File: src/rtl/lsu_pkg.sv
// Opcode constants, FSM state type and opcode classification helpers for the load/store unit.
package lsu_pkg;

    localparam logic [5:0] OP_LWZ  = 6'd32;
    localparam logic [5:0] OP_LWZU = 6'd33;
    localparam logic [5:0] OP_LBZ  = 6'd34;
    localparam logic [5:0] OP_LBZU = 6'd35;
    localparam logic [5:0] OP_STW  = 6'd36;
    localparam logic [5:0] OP_STWU = 6'd37;
    localparam logic [5:0] OP_STB  = 6'd38;
    localparam logic [5:0] OP_STBU = 6'd39;
    localparam logic [5:0] OP_LHZ  = 6'd40;
    localparam logic [5:0] OP_LHZU = 6'd41;
    localparam logic [5:0] OP_LHA  = 6'd42;
    localparam logic [5:0] OP_STH  = 6'd44;
    localparam logic [5:0] OP_STHU = 6'd45;
    localparam logic [5:0] OP_LD   = 6'd58;
    localparam logic [5:0] OP_STD  = 6'd62;

    typedef enum logic [1:0] {
        ST_IDLE,
        ST_ISSUE,
        ST_WAIT,
        ST_RESP
    } lsu_state_t;

    function automatic logic is_load(input logic [5:0] op);
        case (op)
            OP_LWZ, OP_LWZU, OP_LBZ, OP_LBZU, OP_LHZ, OP_LHZU, OP_LHA, OP_LD: return 1'b1;
            default: return 1'b0;
        endcase
    endfunction

    function automatic logic is_store(input logic [5:0] op);
        case (op)
            OP_STW, OP_STWU, OP_STB, OP_STBU, OP_STH, OP_STHU, OP_STD: return 1'b1;
            default: return 1'b0;
        endcase
    endfunction

    function automatic logic is_update(input logic [5:0] op);
        case (op)
            OP_LWZU, OP_LBZU, OP_LHZU, OP_STWU, OP_STBU, OP_STHU: return 1'b1;
            default: return 1'b0;
        endcase
    endfunction

    function automatic logic is_ds_form(input logic [5:0] op);
        return (op == OP_LD) || (op == OP_STD);
    endfunction

    function automatic logic [5:0] normalize_op(input logic [5:0] op);
        case (op)
            OP_LWZU:        return OP_LWZ;
            OP_LBZU:        return OP_LBZ;
            OP_LHZU, OP_LHA: return OP_LHZ;
            OP_STWU:        return OP_STW;
            OP_STBU:        return OP_STB;
            OP_STHU:        return OP_STH;
            OP_LD, OP_STD:  return 6'd0;
            default:        return op;
        endcase
    endfunction

endpackage

File: src/rtl/lsu_ea_calc.sv
// Combinational effective address and illegal-form detection; zero latency, no flow control.
module lsu_ea_calc
    import lsu_pkg::*;
#(
    parameter int XLEN = 64
) (
    input  logic [5:0]      opcode,
    input  logic [4:0]      ra_idx,
    input  logic [4:0]      rt_idx,
    input  logic [XLEN-1:0] base,
    input  logic [15:0]     disp,
    output logic [XLEN-1:0] ea,
    output logic            invalid
);

    logic [15:0]     disp_eff;
    logic [XLEN-1:0] base_eff;
    logic            upd;

    always_comb begin
        upd      = is_update(opcode);
        disp_eff = is_ds_form(opcode) ? {disp[15:2], 2'b00} : disp;
        // RA=0 reads as literal zero except for update forms, which are rejected below anyway
        base_eff = (ra_idx == 5'd0 && !upd) ? '0 : base;
        ea       = base_eff + {{(XLEN-16){disp_eff[15]}}, disp_eff};
        invalid  = !(is_load(opcode) || is_store(opcode))
                   || (upd && ra_idx == 5'd0)
                   || (upd && is_load(opcode) && ra_idx == rt_idx);
    end

endmodule

File: src/rtl/load_store_unit.sv
// Memory-stage load/store sequencer; one request in flight, strobe 1 cycle after accept, load response MEM_LAT+1 cycles after strobe.
// Ready only when idle; the response is held stable until resp_ready.
module load_store_unit
    import lsu_pkg::*;
#(
    parameter int XLEN    = 64,
    parameter int MEM_LAT = 1
) (
    input  logic            clk,
    input  logic            rst_n,
    input  logic            req_valid,
    output logic            req_ready,
    input  logic [5:0]      req_opcode,
    input  logic [4:0]      req_ra_idx,
    input  logic [4:0]      req_rt_idx,
    input  logic [XLEN-1:0] req_base,
    input  logic [15:0]     req_disp,
    input  logic [XLEN-1:0] req_wdata,
    output logic [XLEN-1:0] mem_addr,
    output logic [XLEN-1:0] mem_wdata,
    output logic [5:0]      mem_opcode,
    output logic            mem_re,
    output logic            mem_we,
    input  logic [XLEN-1:0] mem_rdata,
    output logic            resp_valid,
    input  logic            resp_ready,
    output logic            resp_rt_we,
    output logic [4:0]      resp_rt_idx,
    output logic [XLEN-1:0] resp_rt_data,
    output logic            resp_ra_we,
    output logic [4:0]      resp_ra_idx,
    output logic [XLEN-1:0] resp_ra_data,
    output logic            resp_err
);

    lsu_state_t      state, state_nxt;
    logic [2:0]      cnt;
    logic [5:0]      op_q;
    logic [4:0]      ra_q, rt_q;
    logic [XLEN-1:0] ea_q, wdata_q, rdata_q;
    logic            inv_q;
    logic [XLEN-1:0] ea_calc;
    logic            inv_calc;
    logic            accept;

    lsu_ea_calc #(.XLEN(XLEN)) u_ea_calc (
        .opcode  (req_opcode),
        .ra_idx  (req_ra_idx),
        .rt_idx  (req_rt_idx),
        .base    (req_base),
        .disp    (req_disp),
        .ea      (ea_calc),
        .invalid (inv_calc)
    );

    assign accept = req_valid && req_ready;

    always_ff @(posedge clk) begin
        if (!rst_n) state <= ST_IDLE;
        else        state <= state_nxt;
    end

    always_comb begin
        state_nxt = state;
        case (state)
            ST_IDLE:  if (accept) state_nxt = inv_calc ? ST_RESP : ST_ISSUE;
            ST_ISSUE: state_nxt = is_load(op_q) ? ST_WAIT : ST_RESP;
            ST_WAIT:  if (cnt == 3'd0) state_nxt = ST_RESP;
            ST_RESP:  if (resp_ready) state_nxt = ST_IDLE;
            default:  state_nxt = ST_IDLE;
        endcase
    end

    always_comb begin
        req_ready  = (state == ST_IDLE);
        mem_re     = 1'b0;
        mem_we     = 1'b0;
        resp_valid = 1'b0;
        resp_err   = 1'b0;
        resp_rt_we = 1'b0;
        resp_ra_we = 1'b0;
        if (state == ST_ISSUE) begin
            mem_re = is_load(op_q);
            mem_we = !is_load(op_q);
        end
        if (state == ST_RESP) begin
            resp_valid = 1'b1;
            resp_err   = inv_q;
            resp_rt_we = !inv_q && is_load(op_q);
            resp_ra_we = !inv_q && is_update(op_q);
        end
    end

    always_ff @(posedge clk) begin
        if (!rst_n) begin
            op_q    <= '0;
            ra_q    <= '0;
            rt_q    <= '0;
            ea_q    <= '0;
            wdata_q <= '0;
            rdata_q <= '0;
            inv_q   <= 1'b0;
            cnt     <= '0;
        end else begin
            if (accept) begin
                op_q    <= req_opcode;
                ra_q    <= req_ra_idx;
                rt_q    <= req_rt_idx;
                ea_q    <= ea_calc;
                wdata_q <= req_wdata;
                inv_q   <= inv_calc;
            end
            if (state == ST_ISSUE)     cnt <= 3'(MEM_LAT - 1);
            else if (state == ST_WAIT) cnt <= cnt - 3'd1;
            if (state == ST_WAIT && cnt == 3'd0)
                rdata_q <= (op_q == OP_LHA) ? {{(XLEN-16){mem_rdata[15]}}, mem_rdata[15:0]}
                                            : mem_rdata;
        end
    end

    assign mem_addr     = ea_q;
    assign mem_wdata    = wdata_q;
    assign mem_opcode   = normalize_op(op_q);
    assign resp_rt_idx  = rt_q;
    assign resp_ra_idx  = ra_q;
    assign resp_ra_data = ea_q;
    assign resp_rt_data = rdata_q;

endmodule

File: config.mk
export PLATFORM = sky130hd
export DESIGN_NAME = load_store_unit
export DESIGN_NICKNAME = d
export VERILOG_FILES = /design/src/rtl/lsu_pkg.sv /design/src/rtl/lsu_ea_calc.sv /design/src/rtl/load_store_unit.sv
export SDC_FILE = /design/constraint.sdc
export NUM_CORES = 1
export LEC_CHECK = 0
export ABC_AREA = 1
export CAP_MARGIN = 10
export CORE_AREA = 2 2 197 199
export DETAILED_ROUTE_END_ITERATION = 10
export DIE_AREA = 0 0 199 201
export GPL_TIMING_DRIVEN = 1
export PLACE_DENSITY = 0.72
export RECOVER_POWER = 25
export SLEW_MARGIN = 40
export SYNTH_ARGS = -nofsm -noshare
export SYNTH_HDL_FRONTEND = slang
export SYNTH_SLANG_ARGS = --single-unit
File: constraint.sdc
create_clock -name clk -period 7.3 [get_ports clk]
set_input_delay 2.19 -clock clk [delete_from_list [all_inputs] [get_ports clk]]
set_output_delay 2.19 -clock clk [all_outputs]
set_load 0.01 [all_outputs]
; Word-level counts from Yosys, hierarchy flattened
; Cells that the tools add are included.
[word_totals]
mem_bits_ro = 0
word_cells = 98
register_bits = 214
inputBits = 228
ramBits = 0
mem_count = 0
latchBits = 0
output_inout_bits = 279
[op_classes]
order_cmp = 0
n_reduce_logical = 28
n_shift = 0
n_mul = 0
eq_ne = 34
n_div = 0
mux = 24
n_addsub = 2
n_bitwise = 1
[ops]
columns = cell, count
row1 = $eq 6x6->1 const B, 27
row2 = $mux 64, 2
row3 = $add 64x64->64, 1
row4 = $pmux 6 s7, 1
row5 = $reduce_or 8->1, 2
row6 = $mux 1, 15
row7 = $reduce_or 6->1, 2
row8 = $mux 2, 5
row9 = $logic_and 1x1->1, 8
row10 = $pmux 2 s4, 1
row11 = $reduce_or 7->1, 1
row12 = $reduce_or 2->1, 3
row13 = $eq 5x5->1, 1
row14 = $logic_not 5->1, 1
row15 = $eq 2x2->1 const B, 2
row16 = $logic_not 1->1, 4
row17 = $logic_or 1x1->1, 4
row18 = $ne 2x2->1 const B, 2
row19 = $logic_not 3->1, 1
row20 = $reduce_and 3->1, 1
row21 = $sub 3x1->3 const B, 1
row22 = $eq 2x1->1 const B, 1
row23 = $logic_not 2->1, 1
row24 = $ne 2x1->1 const B, 1
row25 = $not 1->1, 1

; Depth between registers and ports, before layout
; Gate-level depths: netlist (run 1).
[depth]
ltp_word = 10
ltp_mapped = 27
ltp_nobuf = 25

; Modules after synthesis
; Synthesis (run 1) repeated with hierarchy kept, for this count alone.
[hier_totals]
hier_cells = 2605
area_unflattened_um2 = 15476.1
[modules_own_cells]
columns = mod, area_per_inst_um2, seq_area_each_um2, n_inst, cells_each
row1 = load_store_unit, 8772.2, 4284.1, 1, 1157
row2 = lsu_ea_calc, 6703.9, 0.0, 1, 1448

; Least setup slack after synthesis (run 1)
; No wires, ideal clock.
[synth_timing]
path_kind = input-to-reg
startpoint = input port req_ra_idx[0]
endpoint = register ea_q[28] (netlist: mem_addr[28])
slack_ns = 2.755
required_ns = 7.185
path_stages = 20
n_path_buf = 1
setup_time_ns = 0.115
arrival_time_ns = 4.430
cell_sequence = inv_1 -> nand2_1 -> nor4_1 -> nand3_1 -> buf_4 -> nand2_1 -> inv_1 -> ha_1 -> fa_1 -> nand3_1 -> nand3_2 -> nand2_1 -> nand2_2 -> nand2_1 -> nand2_1 -> nand2_1 -> nand2_1 -> xor2_1 -> o21ai_0 -> inv_1
[synth_between]
elab_chain_cells = 4
[synth_rtl]
columns = element, line_no
row1 = from (decl), load_store_unit.sv:14  ; input logic [4:0] req_ra_idx,
row2 = $logic_not 5->1, lsu_ea_calc.sv:24  ; base_eff = (ra_idx == 5'd0 && !upd) ? '0 : base;
row3 = $logic_and 1x1->1, lsu_ea_calc.sv:24
row4 = $mux 64, lsu_ea_calc.sv:24
row5 = $add 64x64->64, lsu_ea_calc.sv:25  ; ea = base_eff + {{(XLEN-16){disp_eff[15]}}, disp_eff};
row6 = to (signal assigned), load_store_unit.sv:109  ; ea_q <= ea_calc;
row7 = to (decl), load_store_unit.sv:40  ; logic [XLEN-1:0] ea_q, wdata_q, rdata_q;
; No other way between the ends.
; A chain may end at the register's enable or synchronous reset.

==> flow_summary.ini, run 1 <==
[global_route]
grt_pass1_vias = 16000
grt_antenna_before_repair = 5
overflow = 0
grtUsageTotal = 0.295
grt_max_degree = 99
grt_first_pass_wirelength_um = 91400

[timing]
slew_violations = 161
min_period_ns = 6.23
hold_slack_ns = 0.481
post-route-period-util = 0.853
finClkSkew_ns = 0.0205
setup_viol = 0
relSlewSlack = -1.09
fmax_mhz = 161
rsz0062_at_grt = false
setup_tns_ns = 0
hold_viol = 0
tightest_slew_ns = 3.13

[clock_tree]
h-tree-depth = 1
cts_setup_buffers = 0
clock_path_buffers = 3
numCtsBuffers = 26
clk_pin_slew_ns = 0.06
cts_tree = yes
cts_resized = 0
clockRootBuffer = clkbuf_16
cts.sinks = 214
cts_hold_buf = 0
clock_latency_ns = 0.55

[cells_and_area]
area.growth.synth_to_final_pct = 38.7
multiInputGateArea_um2 = 7950
fin_area_um2 = 21000
fin_nets = 3288
drive_above_1_share = 0.0283
n_fill_cell = 3872
ff_latch_area_um2 = 4280

[min_path]
hold_depth = 2
min_path_type = register to register

[power_and_ir_drop]
p_leak_nw = 11.3
pwr_density_cell_nw_per_um2 = 292
irDropWorstVdd_mv = 0.165
power.total_mw = 6.12

[setup_path]
r2r_cells = 9
critPathArrivalTime_ns = 6.67
crit_chain = clkbuf_1, clkbuf_2, o21ai_0, a21oi_1
cp_num_buf_inv = 2
critPathRequiredTime_ns = 7.75
critPathMaxFanout = 87
cp-end-kind = register
path_class = primary input to register
critical-path-top-delay-family = buffers and inverters
slowest_stage = clkbuf_1
worst-path-stages = 4
slowest_delay_ns = 2.17
start_kind = primary input

[routing]
vias_per_cell = 4.76
firstDrtPassIters = 5
ant_nets = 0
route.detailed.drc = 0
drt_iter0_markers = 950
routed_wl_um = 60700
wl_per_cell_um = 17.2
via_count = 16800

[place]
place.port_buffers = 506
placed_area_um2 = 20100
globalplace.congestion = 0.957
dp_hpwl_um = 48700

[logic_synthesis]
ys_types = 37
syn-num-nets = 2888
yosysMostFrequentCell = nand2_1
synthFlopType = dfxtp_1
yosysSeqAreaShare = 0.284
synth_async_sr_flop_share = 0
synth_edf_count = 0
yosys-top-cells-count = 731 x nand2_1, 548 x inv_1, 427 x nor2_1
synth_seq_cells = 214
synth_top_area_frac = 0.284
ys_warn_count = 0
syn_avg_cell_area_um2 = 5.83
synth_area_leaders = dfxtp_1 28%, nand2_1 18%, inv_1 14%
synth_top_area_cell = dfxtp_1
syn_area_um2 = 15100
synthCells = 2590

[floorplanning]
die_area_um2 = 40000
ioPinCount = 507
start_util = 0.396
num_rows = 72
die_width_um = 199
core_region_area_um2 = 38100
chipHeight_um = 201

[outcome]
run_status = complete, but fails checks
violations = max-capacitance violations, max-slew violations

[run]
drv_cap = 2
-- through the flow --
stage	std cells	setup slack, ns	utilization
2_1_floorplan	2590	2.75	-
3_3_place_gp	3480	1.19	0.527
3_5_place_dp	3480	1.15	0.527
4_1_cts	3524	1.69	0.550
5_1_grt	3527	0.810	0.550
6_report	3527	1.07	0.550
-- registers in the layout (all words and copies together) (netlist names) --
register,cells
resp_ra_idx,5
resp_rt_data,64
resp_rt_idx,5
mem_wdata,64
mem_addr,64
inv_q,1
op_q,6
cnt,3
state,2
-- power breakdown --
group / internal, mW / switching [mW] / leakage, nW
clock: 0.778 / 0.531 / 0.426
sequential: 1.57 / 0.275 / 1.76
combinational: 1.36 / 1.60 / 9.09
-- worst min-delay path: stages, from the launching register on --
cell and delay (ns):
dfxtp_1 0.32, nor2_1 0.04, nor2_1 0.08
-- layer usage --
layer,global-route usage,share of wire,vias up
met5,0,0.00043,-
met4,0.123,0.042,4
met3,0.0430,0.067,109
met2,0.513,0.47,542
met1,0.362,0.42,7600
li1,-,-,8541
-- cell usage in the layout, fill, tap and decap left out, types with 4 or more instances in the layout --
master             n
nand4_1           11
nand2_2            5
o21ai_0          148
dfxtp_1          214
nor2_1           427
buf_4              8
clkbuf_1           4
nor2_2            11
nand3_1           70
nand3_2            4
inv_1            547
clkbuf_8           7
nand3b_1           8
a31oi_1            4
inv_2              4
inv_6              4
clkdlybuf4s50_1  476
a21oi_1           71
xor2_1            32
nor3_1            19
ha_1              69
clkbuf_16         27
dlygate4sd3_1     28
o221ai_1          48
nand2_1          730
-- cell type report --
type | instances | share of cell area
Sequential cell | 214 | 0.204
Clock inverter | 7 | 0.00340
Inverter | 556 | 0.100
Multi-Input combinational cell | 1678 | 0.379
Clock buffer | 37 | 0.0374
Antenna cell | 3 | 0.000358
Tap cell | 518 | 0.0309
Timing Repair Buffer | 514 | 0.244
-- logic make-up (layout without fill, tap and decap cells) --
family	count (synthesis)	in the layout	share of synthesized area
adders and majority gates	70	70	0.0585
buffers and inverters	698	1114	0.192
and+or+nand+nor	1297	1297	0.341
other	0	3	0
AOI/OAI and AO/OA	276	276	0.105
xor gates and xnor gates	35	35	0.0203
DFF	214	214	0.284
-- final timing paths --
kind                                           startpoint                   endpoint  slack [ns]
worst min register to register  mem_wdata[1]$_SDFFE_PN0P_  mem_wdata[1]$_SDFFE_PN0P_        0.48
worst max-delay path                                rst_n       op_q[3]$_SDFFE_PN0P_        1.07
worst max register to register      state[1]$_SDFFE_PN0P_   mem_addr[7]$_SDFFE_PN0P_        4.47
worst min-delay path            mem_wdata[1]$_SDFFE_PN0P_  mem_wdata[1]$_SDFFE_PN0P_        0.48
(Power assumes the default switching activity.)
==> run 2, diff against run 1 <==
--- a/config.mk
+++ b/config.mk
@@ -13,6 +13,7 @@
 export GPL_TIMING_DRIVEN = 1
 export PLACE_DENSITY = 0.72
 export RECOVER_POWER = 25
+export SETUP_SLACK_MARGIN = 0.5
 export SLEW_MARGIN = 40
 export SYNTH_ARGS = -nofsm -noshare
 export SYNTH_HDL_FRONTEND = slang
==> results of run 2 <==
No change in the layout: final DEF, timing and power equal those of run 1.
==> run 3, diff against run 2 <==
--- a/config.mk
+++ b/config.mk
@@ -7,9 +7,9 @@
 export LEC_CHECK = 0
 export ABC_AREA = 1
 export CAP_MARGIN = 10
-export CORE_AREA = 2 2 197 199
+export CORE_AREA = 2 2 198 200
 export DETAILED_ROUTE_END_ITERATION = 10
-export DIE_AREA = 0 0 199 201
+export DIE_AREA = 0 0 200 202
 export GPL_TIMING_DRIVEN = 1
 export PLACE_DENSITY = 0.72
 export RECOVER_POWER = 25
==> flow_summary.ini, run 3 (synthesis gave the netlist of run 1 again) <==
[outcome]
run_status = complete, but fails checks
violations = max-capacitance violations, max-slew violations

[timing]
relSlewSlack = -1.07
tightest_slew_ns = 3.11
setup_viol = 0
hold_viol = 0
post-route-period-util = 0.844
min_period_ns = 6.16
fmax_mhz = 162
layout_setup_ws_ns = 1.14
setup_tns_ns = 0
finClkSkew_ns = 0.0130
hold_slack_ns = 0.476
slew_violations = 161
rsz0062_at_grt = false

[power_and_ir_drop]
irDropWorstVdd_mv = 0.186
power.total_mw = 6.11
pwr_density_cell_nw_per_um2 = 292
p_leak_nw = 11.3

[setup_path]
r2r_setup_slack_ns = 4.73
critPathRequiredTime_ns = 7.75
slowest_delay_ns = 2.15
crit_chain = clkbuf_1, clkbuf_2, o21ai_0, a21oi_1
critPathMaxFanout = 85
path_class = primary input to register
critPathArrivalTime_ns = 6.61
cp_num_buf_inv = 2
start_kind = primary input
slowest_stage = clkbuf_1
critical-path-top-delay-family = buffers and inverters
cp-end-kind = register

[place]
dp_hpwl_um = 47200
placed_area_um2 = 20100
dp_slack_ns = 0.909
place.port_buffers = 506
place_inst = 3479
globalplace.congestion = 0.990

[global_route]
overflow = 0
grt_pass1_vias = 15700
grt_first_pass_wirelength_um = 89100
grt_antenna_before_repair = 4
grtUsageTotal = 0.283
grt_max_degree = 124

[floorplanning]
chipHeight_um = 202
start_util = 0.394
die_width_um = 200
die_area_um2 = 40400
num_rows = 72
core_region_area_um2 = 38300
ioPinCount = 507

[min_path]
min_path_type = register to register

[routing]
routed_wl_um = 59300
ant_nets = 0
wl_per_cell_um = 16.8
firstDrtPassIters = 6
via_count = 16900
drt_iter0_markers = 1165
route.detailed.drc = 0
vias_per_cell = 4.80

[cells_and_area]
drive_above_1_share = 0.0286
fin_area_um2 = 21000
finalNonFillerCells = 3527
insertedDiodeCount = 0
fin_nets = 3287
final_cell_mix = 730 x nand2_1, 547 x inv_1, 479 x clkdlybuf4s50_1
final_common_cell = nand2_1
final_util = 0.547
area.growth.synth_to_final_pct = 38.8

[clock_tree]
cts_hold_buf = 0
h-tree-depth = 1
clk_pin_slew_ns = 0.06
numCtsBuffers = 26
clockRootBuffer = clkbuf_16
cts_setup_buffers = 0
cts.sinks = 214
clock_path_buffers = 3
cts_tree = yes
clock_latency_ns = 0.54
cts_resized = 0

[run]
drv_cap = 2
run 3: cell count changes in the layout (fill, tap and decap cells not counted), sizes merged:
cell and delta:
clkinvlp +1, diode -3, clkbuf +1, buf -1, inv -3, clkinv +5
clkdlybuf4s50 +3, dlygate4sd3 -3
run 3: final cells by class:
type | instances | area [um2]
tap | 518 | 648
multi-input combinational | 1678 | 7950
clock buffer | 38 | 777
timing repair buffer | 513 | 5110
inverter | 556 | 2100
sequential | 214 | 4280
clock inverter | 10 | 92.6
fill | 3852 | 17300
run 3: routing by layer:
metal / wire [um] / vias up / global-route usage
li1: - / 8538 / -
met1: 23600 / 7657 / 0.342
met2: 28300 / 597 / 0.497
met3: 4810 / 117 / 0.0484
met4: 2560 / 4 / 0.110
met5: 27 / - / 0
run 3: worst reg2reg max path: stages, from the launching register on:
cell and delay [ns]:
dfxtp_1 0.34, inv_1 0.11, ha_1 0.27, nand2_4 0.14
inv_8 0.51, buf_4 0.70, o21ai_0 0.18, a21oi_1 0.25
run 3: power breakdown:
group | internal, mW | leakage [nW] | switching [mW] | total (mW)
Clock | 0.775 | 0.428 | 0.546 | 1.32
Sequential | 1.57 | 1.76 | 0.282 | 1.86
Combinational | 1.36 | 9.08 | 1.58 | 2.94
Total | 3.71 | 11.3 | 2.41 | 6.11
run 3: worst paths after layout:
| kind | endpoint | cells after the start | startpoint |
|---|---|---|---|
| hold reg to reg | mem_wdata[38]$_SDFFE_PN0P_ | 2 | mem_wdata[38]$_SDFFE_PN0P_ |
| setup reg to reg | resp_ra_idx[0]$_SDFFE_PN0P_ | 7 | state[1]$_SDFFE_PN0P_ |
| hold / removal | mem_wdata[38]$_SDFFE_PN0P_ | 2 | mem_wdata[38]$_SDFFE_PN0P_ |
| setup / recovery | op_q[2]$_SDFFE_PN0P_ | 4 | rst_n |
